File: src/rtl/cache_ctrl_2way.sv
// cache_ctrl_2way: controller for a 2-way set-associative, one-word-per-line cache.
// Write-back and write-allocate, with 1-bit LRU per set. Misses use a req/ack memory
// bus: the dirty victim is written back first, then the missed word is fetched.
// Optional feature macro: CACHE_STATS_EN adds hit/miss/writeback counters.
// Without it, stat_* are tied to zero.
module cache_ctrl_2way #(
    parameter int INDEX_WIDTH = 6,
    parameter int TAG_WIDTH   = 6,
    parameter int DATA_WIDTH  = 32
) (
    input  logic                              clk,
    input  logic                              rst,
    input  logic                              cpu_req,
    input  logic                              cpu_we,
    input  logic [TAG_WIDTH+INDEX_WIDTH-1:0]  cpu_addr,
    input  logic [DATA_WIDTH-1:0]             cpu_wdata,
    output logic                              cpu_ready,
    output logic                              cpu_done,
    output logic [DATA_WIDTH-1:0]             cpu_rdata,
    output logic [INDEX_WIDTH-1:0]            arr_index,
    output logic [TAG_WIDTH-1:0]              arr_tag,
    output logic                              arr_we,
    output logic                              arr_way_sel,
    output logic [DATA_WIDTH-1:0]             arr_din,
    output logic                              arr_valid_in,
    output logic                              arr_dirty_in,
    input  logic                              arr_hit,
    input  logic                              arr_hit_way,
    input  logic [DATA_WIDTH-1:0]             arr_dout,
    input  logic                              arr_sel_valid,
    input  logic                              arr_sel_dirty,
    input  logic [TAG_WIDTH-1:0]              arr_sel_tag,
    input  logic [DATA_WIDTH-1:0]             arr_sel_data,
    output logic                              mem_req,
    output logic                              mem_we,
    output logic [TAG_WIDTH+INDEX_WIDTH-1:0]  mem_addr,
    output logic [DATA_WIDTH-1:0]             mem_wdata,
    input  logic                              mem_ack,
    input  logic [DATA_WIDTH-1:0]             mem_rdata,
    output logic [31:0]                       stat_hits,
    output logic [31:0]                       stat_misses,
    output logic [31:0]                       stat_wbacks
);
    localparam int ADDR_WIDTH = TAG_WIDTH + INDEX_WIDTH;
    localparam int LINE_NUM   = 1 << INDEX_WIDTH;

    localparam logic [2:0] S_IDLE   = 3'd0;
    localparam logic [2:0] S_LOOKUP = 3'd1;
    localparam logic [2:0] S_WB     = 3'd2;
    localparam logic [2:0] S_REFILL = 3'd3;
    localparam logic [2:0] S_RESP   = 3'd4;

    logic [2:0]            state_q, state_d;
    logic [ADDR_WIDTH-1:0] addr_q, addr_d;
    logic                  we_q, we_d;
    logic [DATA_WIDTH-1:0] wdata_q, wdata_d;
    logic                  victim_q, victim_d;
    logic [TAG_WIDTH-1:0]  victim_tag_q, victim_tag_d;
    logic [DATA_WIDTH-1:0] victim_data_q, victim_data_d;
    logic [DATA_WIDTH-1:0] rdata_q, rdata_d;
    logic [LINE_NUM-1:0]   lru_q, lru_d;
    logic                  cpu_ready_q, cpu_ready_d;
    logic                  cpu_done_q, cpu_done_d;
    logic                  mem_req_q, mem_req_d;
    logic                  mem_we_q, mem_we_d;

    logic [INDEX_WIDTH-1:0] idx_s;
    logic                   ack_s;

    // An ack only counts while a request is actually outstanding.
    assign ack_s = mem_ack & mem_req_q;
    assign idx_s = addr_q[INDEX_WIDTH-1:0];

    assign arr_index = idx_s;
    assign arr_tag   = addr_q[ADDR_WIDTH-1:INDEX_WIDTH];
    assign cpu_ready = cpu_ready_q;
    assign cpu_done  = cpu_done_q;
    assign cpu_rdata = rdata_q;
    assign mem_req   = mem_req_q;
    assign mem_we    = mem_we_q;
    assign mem_addr  = (state_q == S_WB) ? {victim_tag_q, idx_s} : addr_q;
    assign mem_wdata = victim_data_q;

    // Next-state, array drive and bookkeeping for the lookup/writeback/refill sequence.
    always_comb begin
        state_d       = state_q;
        addr_d        = addr_q;
        we_d          = we_q;
        wdata_d       = wdata_q;
        victim_d      = victim_q;
        victim_tag_d  = victim_tag_q;
        victim_data_d = victim_data_q;
        rdata_d       = rdata_q;
        lru_d         = lru_q;
        arr_we        = 1'b0;
        arr_way_sel   = victim_q;
        arr_din       = wdata_q;
        arr_valid_in  = 1'b0;
        arr_dirty_in  = 1'b0;
        case (state_q)
            S_IDLE: begin
                if (cpu_req) begin
                    addr_d  = cpu_addr;
                    we_d    = cpu_we;
                    wdata_d = cpu_wdata;
                    state_d = S_LOOKUP;
                end else begin
                    state_d = S_IDLE;
                end
            end
            S_LOOKUP: begin
                if (arr_hit) begin
                    arr_way_sel  = arr_hit_way;
                    lru_d[idx_s] = ~arr_hit_way;
                    if (we_q) begin
                        arr_we       = 1'b1;
                        arr_din      = wdata_q;
                        arr_valid_in = 1'b1;
                        arr_dirty_in = 1'b1;
                    end else begin
                        rdata_d = arr_dout;
                    end
                    state_d = S_RESP;
                end else begin
                    arr_way_sel   = lru_q[idx_s];
                    victim_d      = lru_q[idx_s];
                    victim_tag_d  = arr_sel_tag;
                    victim_data_d = arr_sel_data;
                    if (arr_sel_valid && arr_sel_dirty) begin
                        state_d = S_WB;
                    end else if (!we_q) begin
                        state_d = S_REFILL;
                    end else begin
                        // Whole line is one word, so a write miss installs without a fetch.
                        arr_we       = 1'b1;
                        arr_din      = wdata_q;
                        arr_valid_in = 1'b1;
                        arr_dirty_in = 1'b1;
                        lru_d[idx_s] = ~lru_q[idx_s];
                        state_d      = S_RESP;
                    end
                end
            end
            S_WB: begin
                if (ack_s && !we_q) begin
                    state_d = S_REFILL;
                end else if (ack_s) begin
                    arr_we       = 1'b1;
                    arr_din      = wdata_q;
                    arr_valid_in = 1'b1;
                    arr_dirty_in = 1'b1;
                    lru_d[idx_s] = ~victim_q;
                    state_d      = S_RESP;
                end else begin
                    state_d = S_WB;
                end
            end
            S_REFILL: begin
                if (ack_s) begin
                    arr_we       = 1'b1;
                    arr_din      = mem_rdata;
                    arr_valid_in = 1'b1;
                    arr_dirty_in = 1'b0;
                    rdata_d      = mem_rdata;
                    lru_d[idx_s] = ~victim_q;
                    state_d      = S_RESP;
                end else begin
                    state_d = S_REFILL;
                end
            end
            S_RESP: begin
                state_d = S_IDLE;
            end
            default: begin
                state_d = S_IDLE;
            end
        endcase
        // Request drops the cycle after an ack, so WB->REFILL leaves a one-cycle gap.
        mem_req_d   = ((state_d == S_WB) || (state_d == S_REFILL)) && !ack_s;
        mem_we_d    = (state_d == S_WB) && mem_req_d;
        cpu_ready_d = (state_d == S_IDLE);
        cpu_done_d  = (state_d == S_RESP);
    end

    // State, request context and handshake output registers.
    always_ff @(posedge clk or negedge rst) begin
        if (!rst) begin
            state_q       <= S_IDLE;
            addr_q        <= '0;
            we_q          <= 1'b0;
            wdata_q       <= '0;
            victim_q      <= 1'b0;
            victim_tag_q  <= '0;
            victim_data_q <= '0;
            rdata_q       <= '0;
            lru_q         <= '0;
            cpu_ready_q   <= 1'b1;
            cpu_done_q    <= 1'b0;
            mem_req_q     <= 1'b0;
            mem_we_q      <= 1'b0;
        end else begin
            state_q       <= state_d;
            addr_q        <= addr_d;
            we_q          <= we_d;
            wdata_q       <= wdata_d;
            victim_q      <= victim_d;
            victim_tag_q  <= victim_tag_d;
            victim_data_q <= victim_data_d;
            rdata_q       <= rdata_d;
            lru_q         <= lru_d;
            cpu_ready_q   <= cpu_ready_d;
            cpu_done_q    <= cpu_done_d;
            mem_req_q     <= mem_req_d;
            mem_we_q      <= mem_we_d;
        end
    end

`ifdef CACHE_STATS_EN
    logic [31:0] hits_q, hits_d;
    logic [31:0] misses_q, misses_d;
    logic [31:0] wbacks_q, wbacks_d;

    // Wrapping event counters: one lookup outcome per request, one per finished writeback.
    always_comb begin
        hits_d   = hits_q;
        misses_d = misses_q;
        wbacks_d = wbacks_q;
        if ((state_q == S_LOOKUP) && arr_hit) begin
            hits_d = hits_q + 32'd1;
        end else if (state_q == S_LOOKUP) begin
            misses_d = misses_q + 32'd1;
        end else begin
            hits_d = hits_q;
        end
        if ((state_q == S_WB) && ack_s) begin
            wbacks_d = wbacks_q + 32'd1;
        end else begin
            wbacks_d = wbacks_q;
        end
    end

    // Statistics counter registers.
    always_ff @(posedge clk or negedge rst) begin
        if (!rst) begin
            hits_q   <= 32'd0;
            misses_q <= 32'd0;
            wbacks_q <= 32'd0;
        end else begin
            hits_q   <= hits_d;
            misses_q <= misses_d;
            wbacks_q <= wbacks_d;
        end
    end

    assign stat_hits   = hits_q;
    assign stat_misses = misses_q;
    assign stat_wbacks = wbacks_q;
`else
    assign stat_hits   = 32'd0;
    assign stat_misses = 32'd0;
    assign stat_wbacks = 32'd0;
`endif

endmodule
File: config.mk
export PLATFORM = sky130hd
export DESIGN_NAME = cache_ctrl_2way
export DESIGN_NICKNAME = d
export VERILOG_FILES = /design/src/rtl/cache_ctrl_2way.sv
export SDC_FILE = /design/constraint.sdc
export NUM_CORES = 1
export LEC_CHECK = 0
export ABC_AREA = 1
export CORE_MARGIN = 4
export CORE_UTILIZATION = 25
export CTS_BUF_LIST = sky130_fd_sc_hd__clkbuf_16
export CTS_CLUSTER_DIAMETER = 120
export CTS_CLUSTER_SIZE = 12
export DETAILED_ROUTE_END_ITERATION = 10
export PLACE_DENSITY_LB_ADDON = 0.25
export SLEW_MARGIN = 20
export SYNTH_ARGS = -nofsm -noshare
export SYNTH_HDL_FRONTEND = slang
export SYNTH_SLANG_ARGS = --single-unit
File: constraint.sdc
create_clock -name clk -period 2.1 [get_ports clk]
set_input_delay 0.42 -clock clk [delete_from_list [all_inputs] [get_ports clk]]
set_output_delay 0.42 -clock clk [all_outputs]
set_load 0.03 [all_outputs]
### Word level (Yosys, flattened, before mapping)

Cells that the tools add are included.

* register bits: 187
* latch bits: 0
* memory bits (writable): 0
* memory bits (read-only): 0
* input bits: 155
* output and inout bits: 224
* word-level logic and storage cells: 85
* memories kept: 0

* $add $sub $neg: 0
* $mul: 0
* divide/modulo/power cells: 0
* $lt $le $gt $ge: 2
* eq/ne operators: 12
* shift-type cells: 0
* multiplexer cells: 37
* bitwise logic cells: 5
* reductions and logical operators: 16

Operators by type and width (number)
* $mux W64: 5
* $bwmux W64: 3
* $pmux W64 S3: 1
* $mux W32: 5
* $pmux W32 S2: 1
* $mux W3: 6
* $eq A3 B2 Y1 const B: 4
* $mux W12: 1
* $pmux W3 S4: 1
* $mux W1: 10
* $ne A2 B2 Y1 const B: 4
* $reduce_and A4 Y1: 2
* $lt A6 B7 Y1 const B: 1
* $bmux W1 S6: 1
* $demux W1 S6: 1
* $ge A6 B1 Y1 const B: 1
* $logic_not A3 Y1: 2
* $ne A3 B3 Y1 const B: 2
* $logic_and A1 B1 Y1: 5
* $not A1 Y1: 4
* $reduce_and A2 Y1: 2
* $eq A3 B1 Y1 const B: 1
* $eq A3 B3 Y1 const B: 1
* $pmux W1 S3: 1
* other kinds (6): 7

### Logic depth before layout (Yosys ltp)

Gate-level depths: netlist of the first run.

* depth after elaboration: 9
* gate-level depth with buffers: 15
* mapped depth without buffers: 11

### Worst setup path after synthesis of the first run

OpenSTA, ideal clock, no wires.

* kind: reg2out
* from: register mem_req_q, in the netlist mem_req
* to: output arr_we
* data arrival time: 2.372 ns
* data required time: 1.680 ns
* path slack: -0.692 ns
* stages on the path, launching flop included: 4
* buffers on the path: 1
* path through: dfrtp_1 -> nand2_1 -> o311ai_0 -> buf_4

* word-level cells in the longest chain between the ends: 4

Ends and longest elaborated chain
* start, declared: line 64 `logic mem_req_q, mem_req_d;`
* start signal, assigned: line 213 `mem_req_q <= mem_req_d;`
* $and A1 B1 Y1 (*): line 71 `assign ack_s = mem_ack & mem_req_q;`
* $mux W1 or $logic_and A1 B1 Y1 (tied branches)
* $mux W1
* $pmux W1 S3 (*)
* end, declared: line 22 `output logic arr_we,`

Mark *: on every way between the ends. The rest lies on a longest branch, timed or not.

### Worst setup path in the final report of the first run

* from: register addr_q[0]
* to: output arr_way_sel

* word-level cells in the longest chain between the ends: 4

Ends and longest elaborated chain
* start, declared: line 54 `logic [ADDR_WIDTH-1:0] addr_q, addr_d;`
* start signal, assigned: line 203 `addr_q <= addr_d;`
* $bmux W1 S6: line 125 `arr_way_sel = lru_q[idx_s];`
* $mux W1 (not written as such): line 125
* $mux W1: line 112 `if (arr_hit) begin`
* $mux W1: line 100 `case (state_q)`
* end, declared: line 23 `output logic arr_way_sel,`

No other way between the ends. The select of a mux whose other input is x is not followed.

==> results by group, run 1 <==
Timing
  • Pins Over Slew Limit: 0
  • Worst-Margin Slew: 0.638 ns
  • Setup-failing EPs final: 107
  • Setup repair after global routing missed its margin: true
  • Highest Clock Rate: 374 MHz
  • Final Skew: 0.0184 ns
  • Final Critical Period: 2.67 ns
  • PnR worst setup slack: -0.573 ns
  • Max-slew headroom: 57.4%
  • Hold_ws: 0.480 ns
  • Final-report hold violation count: 0
  • Final period utilization: 127%
  • Setup TNS: -21.86 ns

Cells and area
  • Number of fill cells in the layout: 4,471
  • Synth-to-layout area growth: 49.2%
  • Layout cells sized above 1: 20.2%
  • Ant diodes: 0
  • Final nets: 1,978
  • Fin util: 37.9%
  • Non-Filler Cell Area, Final: 0.0164 mm2
  • Final cell count without fillers: 2,421

Die
  • Die Y: 218 um
  • Starting Density: 25.4%
  • Die span in x: 218 um
  • Core area: 0.0433 mm2
  • DIE AREA: 0.0474 mm2
  • Top Ports: 379
  • Row count: 76

Route
  • Post-route ant nets: 0
  • Drt drc: 0
  • First-iteration detailed-routing DRC count: 635
  • 1st-pass router iterations: 5
  • WL per Instance: 17.1 um
  • Total Wirelength: 41,500 um
  • DR vias: 10,900
  • DR vias/cell: 4.52

Clocking
  • CTS H-tree depth: 4
  • CTS buffer count: 17
  • Clock network latency to the later pin of the worst-skew pair: 0.46 ns
  • CTS Root Cell: clkbuf_16
  • Max clock buf depth: 2
  • Clk pin slew, worst setup/hold paths: 0.08 ns
  • Sink Count: 187
  • TritonCTS clock tree: done

Power and ir drop
  • PD cells: 1490 mW/mm2
  • Leak Pwr: 7.53 nW
  • Max VDD drop: 832 uV

Worst setup path
  • CP Capture Type: output port
  • Path depth of the worst reg2reg path: 14
  • Setup crit start kind: flop
  • Critical Path Fanout Max: 9
  • WP data required: 1.68 ns
  • Data arrival, critical path: 2.25 ns
  • Crit Path Category: reg2out

Hold path
  • HP Class: reg2reg
  • Hold Crit Depth: 2

Global routing
  • Largest net degree at the start of global routing: 52
  • Vias in the first global route: 11,200
  • All-Layer GR Usage: 17.0%
  • First-pass GRT wire length: 63,600 um
  • Initial antenna violation count: 4
  • Gr ovfl total: 0

Placement
  • Hpwl dp: 27,800 um
  • Gpl congestion: 0.798
  • Post-DP Area: 0.0145 mm2
  • Dpl cells: 2,354
  • Input/output buffers: 282

Outcome
  • Failing checks: setup timing
  • Outcome: complete, but fails checks

Synth
  • Synth warn: 0
  • Seq/Total Area, Yosys: 42.6%
  • Syn Inst Count: 1,506
  • Syn Area/Cell: 7.29 um2
  • Yosys reg bits: 187
  • Mapped cell area: 0.0110 mm2
  • Cell variety after synth: 33

Flow run
  • Maxcap violations: 0
==> critical path, cell delays in order, from the launching register on <==
cell     delay [ns]
dfrtp_2        0.47
buf_12         0.15
buf_4          0.16
nand2_1        0.06
nand3_1        0.07
nand2_1        0.07
o21ai_1        0.16
nand2_1        0.08
nor2_1         0.14
nand2_1        0.14
nand2_2        0.10
a22oi_2        0.05
buf_6          0.15
==> per-layer routing <==
| metal | routed length [um] | GRT usage [%] | up-vias | part of all wire [%] |
|---|---|---|---|---|
| met3 | 3480 | 5.82 | 31 | 8.4 |
| met5 | 32 | 0 | - | 0.077 |
| met1 | 17300 | 21.1 | 5269 | 42 |
| met4 | 403 | 3.52 | 4 | 0.97 |
| met2 | 20300 | 28.7 | 402 | 49 |
| li1 | - | - | 5241 | - |
==> state kept, by name, indices dropped and copies added, names as in the netlist <==
signal	cells
mem_req	1
cpu_ready	1
state_q	3
wdata_q	32
cpu_done	1
mem_we	1
addr_q	12
lru_q	64
we_q	1
victim_tag_q	6
mem_wdata	32
cpu_rdata	32
victim_q	1
==> synthesized netlist by cell type, drive strengths merged <==
library cell | number | area, um2
a21oi | 138 | 694
a22oi | 1 | 7.51
a31oi | 33 | 206
buf | 139 | 1020
clkbuf | 56 | 210
conb | 1 | 3.75
dfrtp | 186 | 4650
dfstp | 1 | 26.3
inv | 96 | 360
mux2 | 44 | 495
nand2 | 459 | 1730
nand3 | 63 | 315
nand4 | 1 | 6.26
nor2 | 193 | 749
nor3 | 75 | 380
o211ai | 2 | 15.0
o21ai | 12 | 63.8
o22ai | 1 | 6.26
o311ai | 1 | 8.76
o31ai | 1 | 7.51
or2 | 3 | 18.8
==> cell type report <==
class / count / area [um2] / share of cell area (%)
flip-flops and latches: 187 / 4690 / 28.6
clock buffers: 17 / 425 / 2.60
inverters: 96 / 375 / 2.29
well taps: 585 / 732 / 4.46
repair buffers: 398 / 4330 / 26.4
clock inverters: 15 / 173 / 1.05
multi-input cells: 1123 / 5670 / 34.6
==> stage by stage <==
stage | power (mW) | setup slack (ns)
after floorplan | 14.2 | -0.0448
after global placement | 19.3 | -0.180
after detailed placement | 19.4 | -0.182
after CTS | 24.1 | -0.568
after global routing | 26.0 | -0.686
final | 24.5 | -0.573
==> final timing paths <==
check | start | endpoint | slack (ns)
setup reg to reg | addr_q[0] | lru_q[13] | -0.31
max in group asynchronous | rst | victim_tag_q[0] | 0.81
setup / recovery | addr_q[0] | arr_way_sel | -0.57
hold / removal | mem_wdata[1] | mem_wdata[1] | 0.48
hold reg to reg | mem_wdata[1] | mem_wdata[1] | 0.48
min in group asynchronous | rst | lru_q[1] | 0.52
==> cells in the final DEF, fill, tap and decap left out, types with 2 or more instances in the layout <==
master | Yosys | layout
or2_0 | 3 | 3
conb_1 | 1 | 96
inv_2 | 5 | 6
clkinv_8 | 0 | 4
dfrtp_1 | 186 | 181
a21oi_1 | 137 | 137
inv_6 | 0 | 3
clkdlybuf4s50_1 | 0 | 226
nand3_1 | 63 | 60
dfrtp_2 | 0 | 5
inv_8 | 0 | 4
buf_6 | 10 | 52
clkbuf_16 | 0 | 21
o21ai_2 | 1 | 3
bufbuf_16 | 0 | 2
buf_12 | 0 | 25
nand2_2 | 1 | 40
clkinv_4 | 0 | 4
nor3_2 | 1 | 2
dlygate4sd2_1 | 0 | 9
nor3_1 | 74 | 73
nand2_4 | 1 | 56
buf_16 | 0 | 6
buf_8 | 0 | 2
o21ai_1 | 8 | 8
inv_1 | 91 | 87
a31oi_1 | 33 | 33
nand3_2 | 0 | 3
clkbuf_2 | 0 | 3
mux2_2 | 44 | 44
o211ai_1 | 2 | 2
nand2_1 | 457 | 363
nor2_1 | 187 | 184
nor2_4 | 2 | 8
buf_4 | 106 | 67
==> report_power, final <==
part	total [mW]	leakage (nW)	internal [mW]	switching (mW)
logic	14.8	4.93	6.02	8.75
clock network	3.39	0.292	1.61	1.77
registers	6.31	2.30	5.18	1.13
==> logic make-up (layout without fill, tap and decap cells) <==
| logic type | count (synthesis) | after routing | synth area share, % |
|---|---|---|---|
| DFF | 187 | 187 | 42.6 |
| buffers and inverters | 291 | 526 | 14.5 |
| muxes | 44 | 44 | 4.51 |
| and+or+nand+nor | 794 | 794 | 29.2 |
| AOI/OAI and AO/OA | 189 | 189 | 9.19 |
| other | 1 | 96 | 0.0341 |
==> what timing repair did <==
item / 4_1_cts / 5_1_grt
setup endpoints to repair: 120 / 115
resized for setup: 204 / 54
hold buffers: 1 / 0
endpoints found under the hold margin: 39 / 0
setup buffers: 14 / 10
cloned: 9 / 4
pin swaps: 35 / 20
(Power assumes the default switching activity.)
==> run 2, diff against run 1 <==
--- a/config.mk
+++ b/config.mk
@@ -5,13 +5,13 @@
 export SDC_FILE = /design/constraint.sdc
 export NUM_CORES = 1
 export LEC_CHECK = 0
-export ABC_AREA = 1
 export CORE_MARGIN = 4
 export CORE_UTILIZATION = 25
 export CTS_BUF_LIST = sky130_fd_sc_hd__clkbuf_16
 export CTS_CLUSTER_DIAMETER = 120
 export CTS_CLUSTER_SIZE = 12
 export DETAILED_ROUTE_END_ITERATION = 10
+export HOLD_SLACK_MARGIN = 0.06
 export PLACE_DENSITY_LB_ADDON = 0.25
 export SLEW_MARGIN = 20
 export SYNTH_ARGS = -nofsm -noshare
==> constraint.sdc (replaced) <==
create_clock -name clk -period 2.2 [get_ports clk]
set_input_delay 0.44 -clock clk [delete_from_list [all_inputs] [get_ports clk]]
set_output_delay 0.44 -clock clk [all_outputs]
set_load 0.03 [all_outputs]
==> run 2 against run 1 <==
  * The flow still finishes with violations (setup timing)
  * Sequential power fell by 5.4%
  * Final cell count shrank 26%
  * Wire length down 22%
  * Total power decreased by 4.4%
  * Largest power group unchanged
  * Highest routed layer unchanged
==> results by group, run 2 <==
Outcome
  • Outcome: complete, but fails checks (unchanged)
  • Failing checks: setup timing (unchanged)

Synth
  • Largest cells by area after synthesis: dfrtp_1 (48%), mux2_2 (15%), buf_4 (8.3%) (was dfrtp_1 (42%), nand2_1 (16%), buf_4 (7.2%))
  • Syn Inst Count: 834 (was 1,506)
  • Cell variety after synth: 55 (was 33)
  • Post-synth top area share: 48.3% (was 42.4%)
  • Post-synth top cells: dfrtp_1 (186), mux2_2 (127), buf_4 (106), a21oi_1 (67), nor2_1 (54) (was nand2_1 (457), nor2_1 (187), dfrtp_1 (186), a21oi_1 (137), buf_4 (106))
  • Synth Flop Type: dfrtp_1 (unchanged)
  • Seq/Total Area, Yosys: 48.6% (was 42.6%)
  • Xor and xnor fraction of the mapped netlist area: 0% (unchanged)
  • Adder-cell share of the synthesized area: 0% (unchanged)
  • Async SR Flop Fraction: 100% (unchanged)
  • Most common cell in the netlist: dfrtp_1 (was nand2_1)
  • Mapped cell area: 0.00963 mm2 (was 0.0110 mm2)
  • Synth Area in Compound Gates: 13.0% (was 9.19%)
  • Mux cell area share after synthesis: 21.3% (was 4.51%)
  • Simple-gate share of the synthesized area: 6.04% (was 29.2%)
  • Synth area leader: dfrtp_1 (unchanged)
  • EDFF count, synth: 0 (unchanged)
  • Largest family of logic cells by synthesized area: multiplexers (was simple AND/OR/NAND/NOR gates)
  • Syn Area/Cell: 11.5 um2 (was 7.29 um2)
  • Yosys reg bits: 187 (unchanged)
  • Synth warn: 0 (unchanged)

Cells and area
  • Commonest non-fill, non-tap cell in the layout: clkdlybuf4s50_1 (was nand2_1)
  • Multi-input gate area: 0.00474 mm2 (was 0.00567 mm2)
  • Fin util: 40.5% (was 37.9%)
  • Synth-to-layout area growth: 59.0% (was 49.2%)
  • Layout cells sized above 1: 37.7% (was 20.2%)
  • Non-Filler Cell Area, Final: 0.0153 mm2 (was 0.0164 mm2)
  • Number of flip-flops in the largest register: 64 (unchanged)
  • Final cell count without fillers: 1,784 (was 2,421)
  • Biggest register: lru_q (unchanged)
  • Register area: 0.00468 mm2 (was 0.00469 mm2)
  • Final nets: 1,414 (was 1,978)
  • Number of fill cells in the layout: 3,674 (was 4,471)
  • Most frequent cells in the layout: clkdlybuf4s50_1 (229), dfrtp_1 (183), buf_4 (126) (was nand2_1 (363), clkdlybuf4s50_1 (226), nor2_1 (184))

Flow run
  • Maxcap violations: 0 (unchanged)

Clocking
  • Sink Count: 187 (unchanged)
  • CTS buffer count: 17 (unchanged)
  • CTS H-tree depth: 4 (unchanged)
  • Clk pin slew, worst setup/hold paths: 0.07 ns (was 0.08 ns)
  • Max clock buf depth: 2 (unchanged)
  • CTS Root Cell: clkbuf_16 (unchanged)
  • TritonCTS clock tree: done (unchanged)
  • Clock network latency to the later pin of the worst-skew pair: 0.45 ns (was 0.46 ns)

Worst setup path
  • Crit Path Category: reg2out (unchanged)
  • WP data required: 1.76 ns (was 1.68 ns)
  • Setup crit start kind: flop (unchanged)
  • Critical Path Fanout Max: 6 (was 9)
  • CP Capture Type: output port (unchanged)
  • Data arrival, critical path: 2.59 ns (was 2.25 ns)

Timing
  • Hold_ws: 0.508 ns (was 0.480 ns)
  • Max-slew headroom: 59.2% (was 57.4%)
  • Highest Clock Rate: 330 MHz
  • PnR worst setup slack: -0.833 ns (was -0.573 ns)
  • Setup repair after global routing missed its margin: true (unchanged)
  • Setup-failing EPs final: 90 (was 107)
  • Final Critical Period: 3.03 ns
  • Final period utilization: 138%
  • Worst-Margin Slew: 0.612 ns (was 0.638 ns)
  • Final Skew: 0.0117 ns (was 0.0184 ns)
  • Final-report hold violation count: 0 (unchanged)
  • Pins Over Slew Limit: 0 (unchanged)
  • Setup TNS: -19.49 ns (was -21.86 ns)

Route
  • WL per Instance: 18.1 um (was 17.1 um)
  • DR vias/cell: 4.32 (was 4.52)
  • Total Wirelength: 32,300 um (was 41,500 um)
  • 1st-pass router iterations: 4 (was 5)
  • DR vias: 7,707 (was 10,900)
  • Post-route ant nets: 0 (unchanged)
  • Drt drc: 0 (unchanged)
  • First-iteration detailed-routing DRC count: 343 (was 635)

Placement
  • Input/output buffers: 282 (unchanged)
  • Post-DP Area: 0.0137 mm2 (was 0.0145 mm2)
  • Gpl congestion: 0.814 (was 0.798)
  • Dpl cells: 1,709 (was 2,354)
  • Dpl ws: -0.620 ns (was -0.182 ns)
  • Hpwl dp: 23,700 um (was 27,800 um)

Power and ir drop
  • Int Pwr: 13.5 mW (was 12.8 mW)
  • Seq pwr share: 25.5% (was 25.8%)
  • PD cells: 1530 mW/mm2 (was 1490 mW/mm2)
  • Tot Pwr: 23.4 mW (was 24.5 mW)
  • Sw frac: 42.2% (was 47.6%)
  • Switch Pwr: 9.86 mW (was 11.7 mW)
  • Max VDD drop: 677 uV (was 832 uV)
  • Combinational share of power: 61.4% (was 60.4%)
  • Leak Pwr: 6.89 nW (was 7.53 nW)
  • Clock power share: 13.1% (was 13.8%)

Hold path
  • HP Class: reg2reg (unchanged)

Global routing
  • Vias in the first global route: 8,172 (was 11,200)
  • All-Layer GR Usage: 15.3% (was 17.0%)
  • Gr ovfl total: 0 (unchanged)
  • First-pass GRT wire length: 49,500 um (was 63,600 um)
  • Largest net degree at the start of global routing: 60 (was 52)
  • Initial antenna violation count: 3 (was 4)

Die
  • Starting Density: 25.4% (about the same)
  • DIE AREA: 0.0417 mm2 (was 0.0474 mm2)
  • Die Y: 204 um (was 218 um)
  • Core area: 0.0378 mm2 (was 0.0433 mm2)
  • Top Ports: 379 (unchanged)
  • Row count: 71 (was 76)
  • Die span in x: 204 um (was 218 um)
[run 2: timing repair]
item	CTS	global route
setup buffers	31	14
gates resized for setup	357	67
gates cloned	6	0
setup endpoints to repair	100	126
endpoints found under the hold margin	51	0
pin swaps	21	21
hold buffers	1	0
[run 2: cell type report]
class | count | area share (%)
Sequential cell | 187 | 30.6
Multi-Input combinational cell | 586 | 30.9
Clock inverter | 15 | 0.915
Inverter | 4 | 0.0981
Clock buffer | 17 | 2.78
Timing Repair Buffer | 463 | 30.5
Tap cell | 511 | 4.18
Antenna cell | 1 | 0.0163
[run 2: critical path: stages (launching register included)]
cell      delay [ns]
dfrtp_2         0.44
buf_6           0.12
and2_4          0.18
buf_6           0.11
a22o_1          0.22
a21oi_2         0.16
a211o_1         0.20
nor4bb_4        0.41
a21oi_4         0.14
buf_6           0.16
[run 2: cell families after synthesis]
family          count (synthesis)
mux                           187
flops                         187
compound gates                178
buf+inv                       156
simple gates                  125
other cells                     1
[run 2: metal layers]
layer  part of all wire [%]  GRT usage (%)  vias to the layer above  wire [um]
met5                  0.040              0                        -         13
li1                       -              -                     3635          -
met2                     48           25.3                      270      15600
met1                     42           18.9                     3778      13400
met4                    1.0           3.45                        2        329
met3                    8.8           6.33                       22       2850
[run 2: worst paths after layout]
check | from | endpoint | slack (ns) | cells past startpoint
max | addr_q[0] | arr_way_sel | -0.83 | 9
min in group asynchronous | rst | lru_q[28] | 0.57 | 2
min | mem_wdata[27] | mem_wdata[27] | 0.51 | 1
max in group asynchronous | rst | addr_q[0] | 0.95 | 3
max reg2reg | addr_q[0] | lru_q[48] | -0.24 | 11
min reg2reg | mem_wdata[27] | mem_wdata[27] | 0.51 | 1
[run 2: power groups by stage]
stage	Clock, mW	Combinational (mW)	Sequential [mW]
floorplan	0	6.01	7.23
global placement	0	12.4	5.93
detailed placement	0	12.5	5.93
finish	3.06	14.4	5.97
CTS	3.17	14.1	5.96
global route	3.31	15.2	6.18
